--- config.mk ---
export PLATFORM = sky130hd
export DESIGN_NAME = keypad_scanner
export DESIGN_NICKNAME = d
export VERILOG_FILES = /design/src/rtl/keypad_scanner.sv
export SDC_FILE = /design/constraint.sdc
export NUM_CORES = 1
export LEC_CHECK = 0
export BUFFER_PORTS_ARGS = -buffer_cell sky130_fd_sc_hd__clkbuf_2
export CAP_MARGIN = 25
export CORE_AREA = 2 2 149 93
export CTS_CLUSTER_SIZE = 28
export DETAILED_ROUTE_END_ITERATION = 10
export DIE_AREA = 0 0 151 95
export PLACE_DENSITY_LB_ADDON = 0.25
export SLEW_MARGIN = 20
export SYNTH_ARGS = -nofsm -noshare
export SYNTH_HDL_FRONTEND = slang
export SYNTH_SLANG_ARGS = --single-unit
--- constraint.sdc ---
create_clock -name clk -period 12.95 [get_ports clk]
set_input_delay 0 -clock clk [delete_from_list [all_inputs] [get_ports clk]]
set_output_delay 0 -clock clk [all_outputs]
set_load 0.01 [all_outputs]
--- src/rtl/keypad_scanner.sv ---
// 4x4 active-low matrix keypad scanner: row drive, column synchroniser, frame capture,
// single-key frame coding with multi-press rejection, frame-count debounce and decoded outputs.
module keypad_scanner #(
   parameter int SCAN_DIV        = 4,
   parameter int DEBOUNCE_FRAMES = 3
) (
   input  logic       clk,
   input  logic       resetn,
   input  logic [3:0] col_n,
   output logic [3:0] row_n,
   output logic [9:0] keypad,
   output logic       startn,
   output logic       stopn,
   output logic       clearn,
   output logic       key_valid,
   output logic       key_event
);

   localparam int            SW        = $clog2(SCAN_DIV);
   localparam logic [SW-1:0] SLOT_LAST = SW'(SCAN_DIV - 1);
   localparam logic [7:0]    DB_MAX    = 8'(DEBOUNCE_FRAMES);
   localparam logic [4:0]    CODE_NONE = 5'd16;

   typedef enum logic [1:0] {ROW0, ROW1, ROW2, ROW3} row_e;

   logic [3:0]    sync1_q, sync2_q;
   logic [SW-1:0] slot_q, slot_d;
   row_e          row_q, row_d;
   logic [3:0]    row_n_q, row_n_d;
   logic [15:0]   map_q, map_d;
   logic [4:0]    cand_q, cand_d, stable_q, stable_d, shown_q;
   logic [7:0]    cnt_q, cnt_d;
   logic [9:0]    keypad_q, keypad_d;
   logic          startn_q, startn_d, stopn_q, stopn_d, clearn_q, clearn_d;
   logic          key_valid_q, key_valid_d, key_event_q, key_event_d;

   logic          slot_last, frame_end;
   logic [4:0]    nkeys, code;
   logic [3:0]    pos;

   always_comb begin
      slot_last = (slot_q == SLOT_LAST);
      frame_end = slot_last && (row_q == ROW3);
      slot_d    = slot_last ? '0 : slot_q + SW'(1);
      row_d     = slot_last ? row_e'(row_q + 2'd1) : row_q;
      case (row_d)
         ROW0:    row_n_d = 4'b1110;
         ROW1:    row_n_d = 4'b1101;
         ROW2:    row_n_d = 4'b1011;
         default: row_n_d = 4'b0111;
      endcase

      // The frame code must see row 3's columns, which land in the map on this same edge.
      map_d = map_q;
      if (slot_last) map_d[{row_q, 2'b00} +: 4] = ~sync2_q;

      nkeys = '0;
      pos   = '0;
      for (int i = 0; i < 16; i++) begin
         if (map_d[i]) begin
            nkeys = nkeys + 5'd1;
            pos   = 4'(i);
         end
      end
      code = (nkeys == 5'd1) ? {1'b0, pos} : CODE_NONE;

      cand_d   = cand_q;
      cnt_d    = cnt_q;
      stable_d = stable_q;
      if (frame_end) begin
         if (code == cand_q) begin
            cnt_d = (cnt_q == DB_MAX) ? cnt_q : cnt_q + 8'd1;
         end else begin
            cand_d = code;
            cnt_d  = 8'd1;
         end
         if (cnt_d == DB_MAX && cand_d != stable_q) stable_d = cand_d;
      end

      keypad_d = '0;
      startn_d = 1'b1;
      stopn_d  = 1'b1;
      clearn_d = 1'b1;
      case (stable_q)
         5'd0:    keypad_d[1] = 1'b1;
         5'd1:    keypad_d[2] = 1'b1;
         5'd2:    keypad_d[3] = 1'b1;
         5'd3:    startn_d    = 1'b0;
         5'd4:    keypad_d[4] = 1'b1;
         5'd5:    keypad_d[5] = 1'b1;
         5'd6:    keypad_d[6] = 1'b1;
         5'd7:    stopn_d     = 1'b0;
         5'd8:    keypad_d[7] = 1'b1;
         5'd9:    keypad_d[8] = 1'b1;
         5'd10:   keypad_d[9] = 1'b1;
         5'd11:   clearn_d    = 1'b0;
         5'd13:   keypad_d[0] = 1'b1;
         default: ;
      endcase
      key_valid_d = (|keypad_d) | ~startn_d | ~stopn_d | ~clearn_d;
      key_event_d = key_valid_d && (stable_q != shown_q);
   end

   always_ff @(posedge clk) begin
      if (!resetn) begin
         sync1_q     <= 4'hF;
         sync2_q     <= 4'hF;
         slot_q      <= '0;
         row_q       <= ROW0;
         row_n_q     <= 4'b1110;
         map_q       <= '0;
         cand_q      <= CODE_NONE;
         cnt_q       <= '0;
         stable_q    <= CODE_NONE;
         shown_q     <= CODE_NONE;
         keypad_q    <= '0;
         startn_q    <= 1'b1;
         stopn_q     <= 1'b1;
         clearn_q    <= 1'b1;
         key_valid_q <= 1'b0;
         key_event_q <= 1'b0;
      end else begin
         sync1_q     <= col_n;
         sync2_q     <= sync1_q;
         slot_q      <= slot_d;
         row_q       <= row_d;
         row_n_q     <= row_n_d;
         map_q       <= map_d;
         cand_q      <= cand_d;
         cnt_q       <= cnt_d;
         stable_q    <= stable_d;
         shown_q     <= stable_q;
         keypad_q    <= keypad_d;
         startn_q    <= startn_d;
         stopn_q     <= stopn_d;
         clearn_q    <= clearn_d;
         key_valid_q <= key_valid_d;
         key_event_q <= key_event_d;
      end
   end

   assign row_n     = row_n_q;
   assign keypad    = keypad_q;
   assign startn    = startn_q;
   assign stopn     = stopn_q;
   assign clearn    = clearn_q;
   assign key_valid = key_valid_q;
   assign key_event = key_event_q;

endmodule

# Word level (Yosys, flattened, before mapping)
# Index checks and enable logic that the tools add are counted.
# word_totals
ff_bits,70
# op_classes
add_sub_neg,19
n_eq_ne,22
n_shift,2
mux,54
bitwise_logic,5
reduce_logical,8
# ops
op,count
5-bit two-way mux,18
"5-bit by 1-bit adder with 5-bit output, second input constant",15
4-bit two-way mux,14
"5-bit by 4-bit equality test with 1-bit output, second input constant",5
8-bit two-way mux,3
"5-bit by 3-bit equality test with 1-bit output, second input constant",4
16-bit bitwise mux,1
"8-bit by 2-bit equality test with 1-bit output, second input constant",2
16-bit two-way mux,1
"4-bit by 6-bit variable shift with 16-bit output, first input constant",1
4-bit by 6-bit variable part select with 16-bit output,1
1-bit two-way mux,15
4-bit one-hot mux with 3 select lines,1
"5-bit by 1-bit equality test with 1-bit output, second input constant",2
"5-bit by 2-bit equality test with 1-bit output, second input constant",2
5-bit inequality test,2
10-bit OR reduction,1
"8-bit by 1-bit adder with 8-bit output, second input constant",1
"2-bit equality test, second input constant",3
4-bit negation with 6-bit output,1
5-bit equality test,1
5-bit zero test,1
"2-bit by 1-bit adder with 2-bit output, second input constant",2
4-bit inverter,1
8 further kinds,12

# Longest topological paths before layout
# depth
depth_word,43
ltp_mapped,62

# Least setup slack after synthesis
# No wires, ideal clock.
# synth_timing
path_kind,reg2reg
startpoint,register row_q[0]
endpoint,register stable_q[1]
arrival_ns,11.605
required_time_ns,12.829
setup_slack_ns,1.223
path_stages_with_launch,60
path_buffers,1
synth_period_minus_slack_ns,11.727
cell_sequence,dfxtp_1 buf_4 inv_1 ha_1 nand4bb_1 nor2_1 a21oi_1 ha_1 xnor2_2 ha_1 a22oi_1 inv_1 ha_1 nand2_1 o21ai_0 ha_1 a22oi_1 o21ai_0 [24 not listed] o21ai_0 ha_1 o22ai_1 a21oi_1 ha_1 nor2_1 nor2_1 ha_1 nand2_1 xor2_1 or3b_2 a221oi_2 or4b_1 o21ai_1 and2_4 a21o_2 a2111oi_4 mux2_4
# synth_between
elab_chain_len,43
elab_cells_between_ends,64
classes_between,add/sub: 16; eq/ne: 5; shift: 2; mux: 38; reduce/logical: 3
# synth_lines
element,line,source
from (decl),28,"row_e row_q, row_d;"
from (signal assigned),126,row_q <= row_d;
4-bit negation with 6-bit output,55,"if (slot_last) map_d[{row_q, 2'b00} +: 4] = ~sync2_q;"
4-bit by 6-bit variable part select with 16-bit output / 4-bit by 6-bit variable shift with 16-bit output (equally long branches),55,
16-bit bitwise mux,55,
16-bit two-way mux,55,
1-bit two-way mux,60,if (map_d[i]) begin
5-bit by 1-bit adder with 5-bit output,61,nkeys = nkeys + 5'd1;
5-bit two-way mux,60,
5-bit by 1-bit adder with 5-bit output,61,
[27 not listed],--,
5-bit by 1-bit equality test with 1-bit output,65,"code = (nkeys == 5'd1) ? {1'b0, pos} : CODE_NONE;"
5-bit two-way mux,65,
5-bit equality test,71,if (code == cand_q) begin
8-bit two-way mux / 5-bit two-way mux (equally long branches),71,
8-bit two-way mux / 5-bit two-way mux (equally long branches),70,if (frame_end) begin
8-bit by 2-bit equality test with 1-bit output / 5-bit inequality test (equally long branches),77,if (cnt_d == DB_MAX && cand_d != stable_q) stable_d = cand_d;
1-bit logical AND,77,
2-bit AND reduction (no line),--,
to (signal assigned),131,stable_q <= stable_d;
to (decl),31,"logic [4:0] cand_q, cand_d, stable_q, stable_d, shown_q;"
# Several ways; a longest one is shown, not always the timed one. The select of a mux whose other input is x is not followed.
# A chain may end at the register's enable or synchronous reset.

# Worst setup path in the final report
# layout_timing
startpoint,register row_q[1]
endpoint,register stable_q[4]
# The elaborated chain is that of the path after synthesis.

==> summary.txt <==
Finish
  • Antenna diode count: 0
  • Post-layout util: 0.442
  • Area Growth Syn to Fin: 14.5%
  • Final Net Count: 628
  • Fill cells: 1321
  • Share of layout cells above drive strength 1: 0.176
  • Most frequent cells in the layout: dfxtp_1, nand2_1, nor2_1
  • Commonest non-fill, non-tap cell in the layout: dfxtp_1

Yosys
  • Synth Area in Compound Gates: 0.204
  • Synth area leaders: dfxtp_1, ha_1, xnor2_1
  • #FFs+latches synth: 70
  • Synthesized area: 0.00506 sq mm
  • Sequential area share after synthesis: 0.277
  • Top_reg_cell synth: dfxtp_1
  • Synthesized Nets: 604
  • Main combinational cell family by area after synthesis: simple AND/OR/NAND/NOR gates
  • Adder-cell area share of the yosys netlist: 0.0494
  • Synth warnings: 0
  • Synth top area share: 0.277
  • Ys async rst share: 0
  • Synth Area per Inst: 8.76 sq um
  • Number of flops mapped to enable cells by yosys: 0
  • Post-synthesis mux area share: 0.0292
  • Synth Area in XOR/XNOR: 0.147
  • Mapped Cells: 578
  • Area leader, netlist: dfxtp_1
  • Number of distinct library cells after synthesis: 89
  • Post-Synth Simple-Gate Area: 0.246

Clock tree
  • H-tree depth: 3
  • Worst-case clock buffer depth: 2
  • Clock buffer count from CTS: 9
  • CTS tree: built
  • CTS Root Cell: clkbuf_16
  • Clock Sinks: 70
  • Clock Latency Late Sink: 0.33 ns
  • Clk pin slew, worst setup/hold paths: 0.06 ns

Drt
  • DRT iter0 DRCs: 260
  • WL/cell: 15.6 microns
  • Pre-Repair DR Iteration Count: 5
  • Final wirelength: 12200 microns
  • Vias per Instance: 5.42
  • Routed Antenna Nets: 0
  • DR vias: 4239
  • Drt drc: 0

Worst setup path
  • Critical path class: reg2reg
  • Critical path endpoint category: register
  • CP max-delay cell: or3b_2
  • Crit path max-delay family: adder cells
  • Most used cell, CP: ha_1
  • Worst R2R Start: row_q[1]
  • Critical path peak fanout: 9
  • Crit path launch: row_q[1]
  • Largest stage delay, worst path: 0.47 ns
  • Critical Path AT: 12.44 ns
  • WP data required: 13.16 ns
  • CP Launch Type: register
  • Worst Path Buf+Inv: 7

Die
  • Initial Util: 0.386
  • Rows: 33
  • Die Wd: 151 microns
  • CORE AREA: 0.0131 sq mm
  • Chip Height: 95 microns
  • Die Area: 0.0143 sq mm
  • I/O Pins: 25

Timing
  • Fmax: 0.0818 GHz
  • Fin. Hold Viols: 0
  • Clock skew: 0.00903 ns
  • Setup Viol. Count Final: 0
  • Max-slew violations: 0
  • Worst Tran Pin Value: 1.00 ns
  • Period minus WS final: 12.22 ns
  • Worst slew margin: 0.333
  • Final period util: 0.944
  • Sum Neg Setup Slack: 0 ns

Power and ir drop
  • PwrDens: 94.2 mW/mm^2
  • Worst-case vdd ir drop: 0.0920 mV
  • Pleak: 2.41 nW

GRT
  • Initial antenna violation count: 0
  • First-pass GRT wire length: 20100 microns
  • Pin count of the biggest net entering global routing: 54
  • Global route overflow: 0
  • Total GRT Usage: 0.178
  • Number of global-route vias before repair: 3820

Placed design
  • GP Congestion: 0.893
  • Number of port buffers: 24
  • HPWL after DPL: 8950 microns

Flow run
  • Number of max-cap violations: 0

Worst hold path
  • Hold/Removal Path Class: in2reg
  • HP Start: col_n[0]

Status
  • Status: finished, final reports clean
[what timing repair did]
item	CTS	global route
hold endpoints to repair	4	0
setup endpoints to repair	0	18
hold buffers	4	0
setup buffers	0	5
resized for setup	0	17
[state kept, by name, indices dropped and copies added (netlist names)]
signal,cells
cand_q,5
stable_q,5
row_q,2
stopn,1
startn,1
keypad,10
map_q,16
cnt_q,8
shown_q,5
sync2_q,4
clearn,1
slot_q,2
row_n,4
key_valid,1
key_event,1
sync1_q,4
[through the flow]
step | setup WS [ns] | cell area (sq um) | instances | hold WS, ns | power, W
2_1_floorplan | 1.22 | 5060 | 578 | 0.101 | 0.000263
3_3_place_gp | 0.624 | 5310 | 757 | 0.180 | 0.000271
3_5_place_dp | 0.232 | 5310 | 757 | 0.184 | 0.000273
4_1_cts | 0.136 | 5680 | 777 | 0.375 | 0.000548
5_1_grt | -0.0836 | 5800 | 782 | 0.395 | 0.000565
6_report | 0.728 | 5800 | 782 | 0.386 | 0.000546
[final timing paths]
path | end | slack (ns) | depth (start not counted)
max | stable_q[4] | 0.73 | 61
min | sync1_q[0] | 0.39 | 3
max reg2reg | stable_q[4] | 0.73 | 61
min reg2reg | sync2_q[1] | 0.40 | 1
[synth_stat cells (4+ instances only)]
cell type	instances
nand2b_1	11
nand3b_1	5
and3b_1	4
dfxtp_1	70
buf_6	4
a31oi_1	5
nor3_1	8
nand2_1	58
or3_1	4
o31ai_1	5
and2_1	23
ha_1	20
a2bb2oi_1	5
and3_1	8
o21ai_1	4
mux2i_1	8
o211ai_1	6
inv_1	21
nand3_1	25
a22oi_1	8
xnor2_1	27
a21oi_1	17
nor3b_1	4
xnor2_2	8
nor2b_1	10
nor4_1	8
nor2_1	40
o31a_1	6
buf_4	5
a21boi_0	7
clkbuf_1	15
o21ai_0	14
o211a_1	5
o21a_1	5
o22ai_1	11
xor2_1	18
[worst reg2reg max path, delay by kind of cell (launching register included)]
family | cells | cell delay (ns)
AND/OR/NAND/NOR | 17 | 2.54
AO/OA/AOI/OAI | 20 | 3.80
XOR/XNOR | 1 | 0.18
adder cells (fa/ha/maj) | 15 | 4.32
flip-flops | 1 | 0.35
multiplexers | 1 | 0.30
buffers and inverters | 7 | 0.62
[layer usage]
layer | GRT usage | part of all wire
met4 | 0.0436 | 0.0077
met1 | 0.286 | 0.55
met2 | 0.231 | 0.39
met3 | 0.0401 | 0.053
met5 | 0 | 0
[kinds of logic after synthesis]
group | count (synthesis)
xor+xnor | 62
buf+inv | 50
flops | 70
compound gates | 133
mux | 12
simple gates | 231
fa+ha+maj | 20
[area by class of cell]
| cell class | instances | area (sq um) | share of cell area |
|---|---|---|---|
| flip-flops and latches | 70 | 1400 | 0.242 |
| well taps | 175 | 219 | 0.0378 |
| clock inverters | 5 | 81.3 | 0.0140 |
| multi-input cells | 458 | 3500 | 0.604 |
| repair buffers | 41 | 258 | 0.0444 |
| inverters | 22 | 85.1 | 0.0147 |
| clock buffers | 11 | 253 | 0.0436 |
[report_power, final]
part / internal [W] / switching, W
sequential: 0.000218 / 0.00000290
combinational: 0.0000232 / 0.0000297
clock: 0.000179 / 0.0000933
No activity file was read; power rests on OpenSTA's default activity.
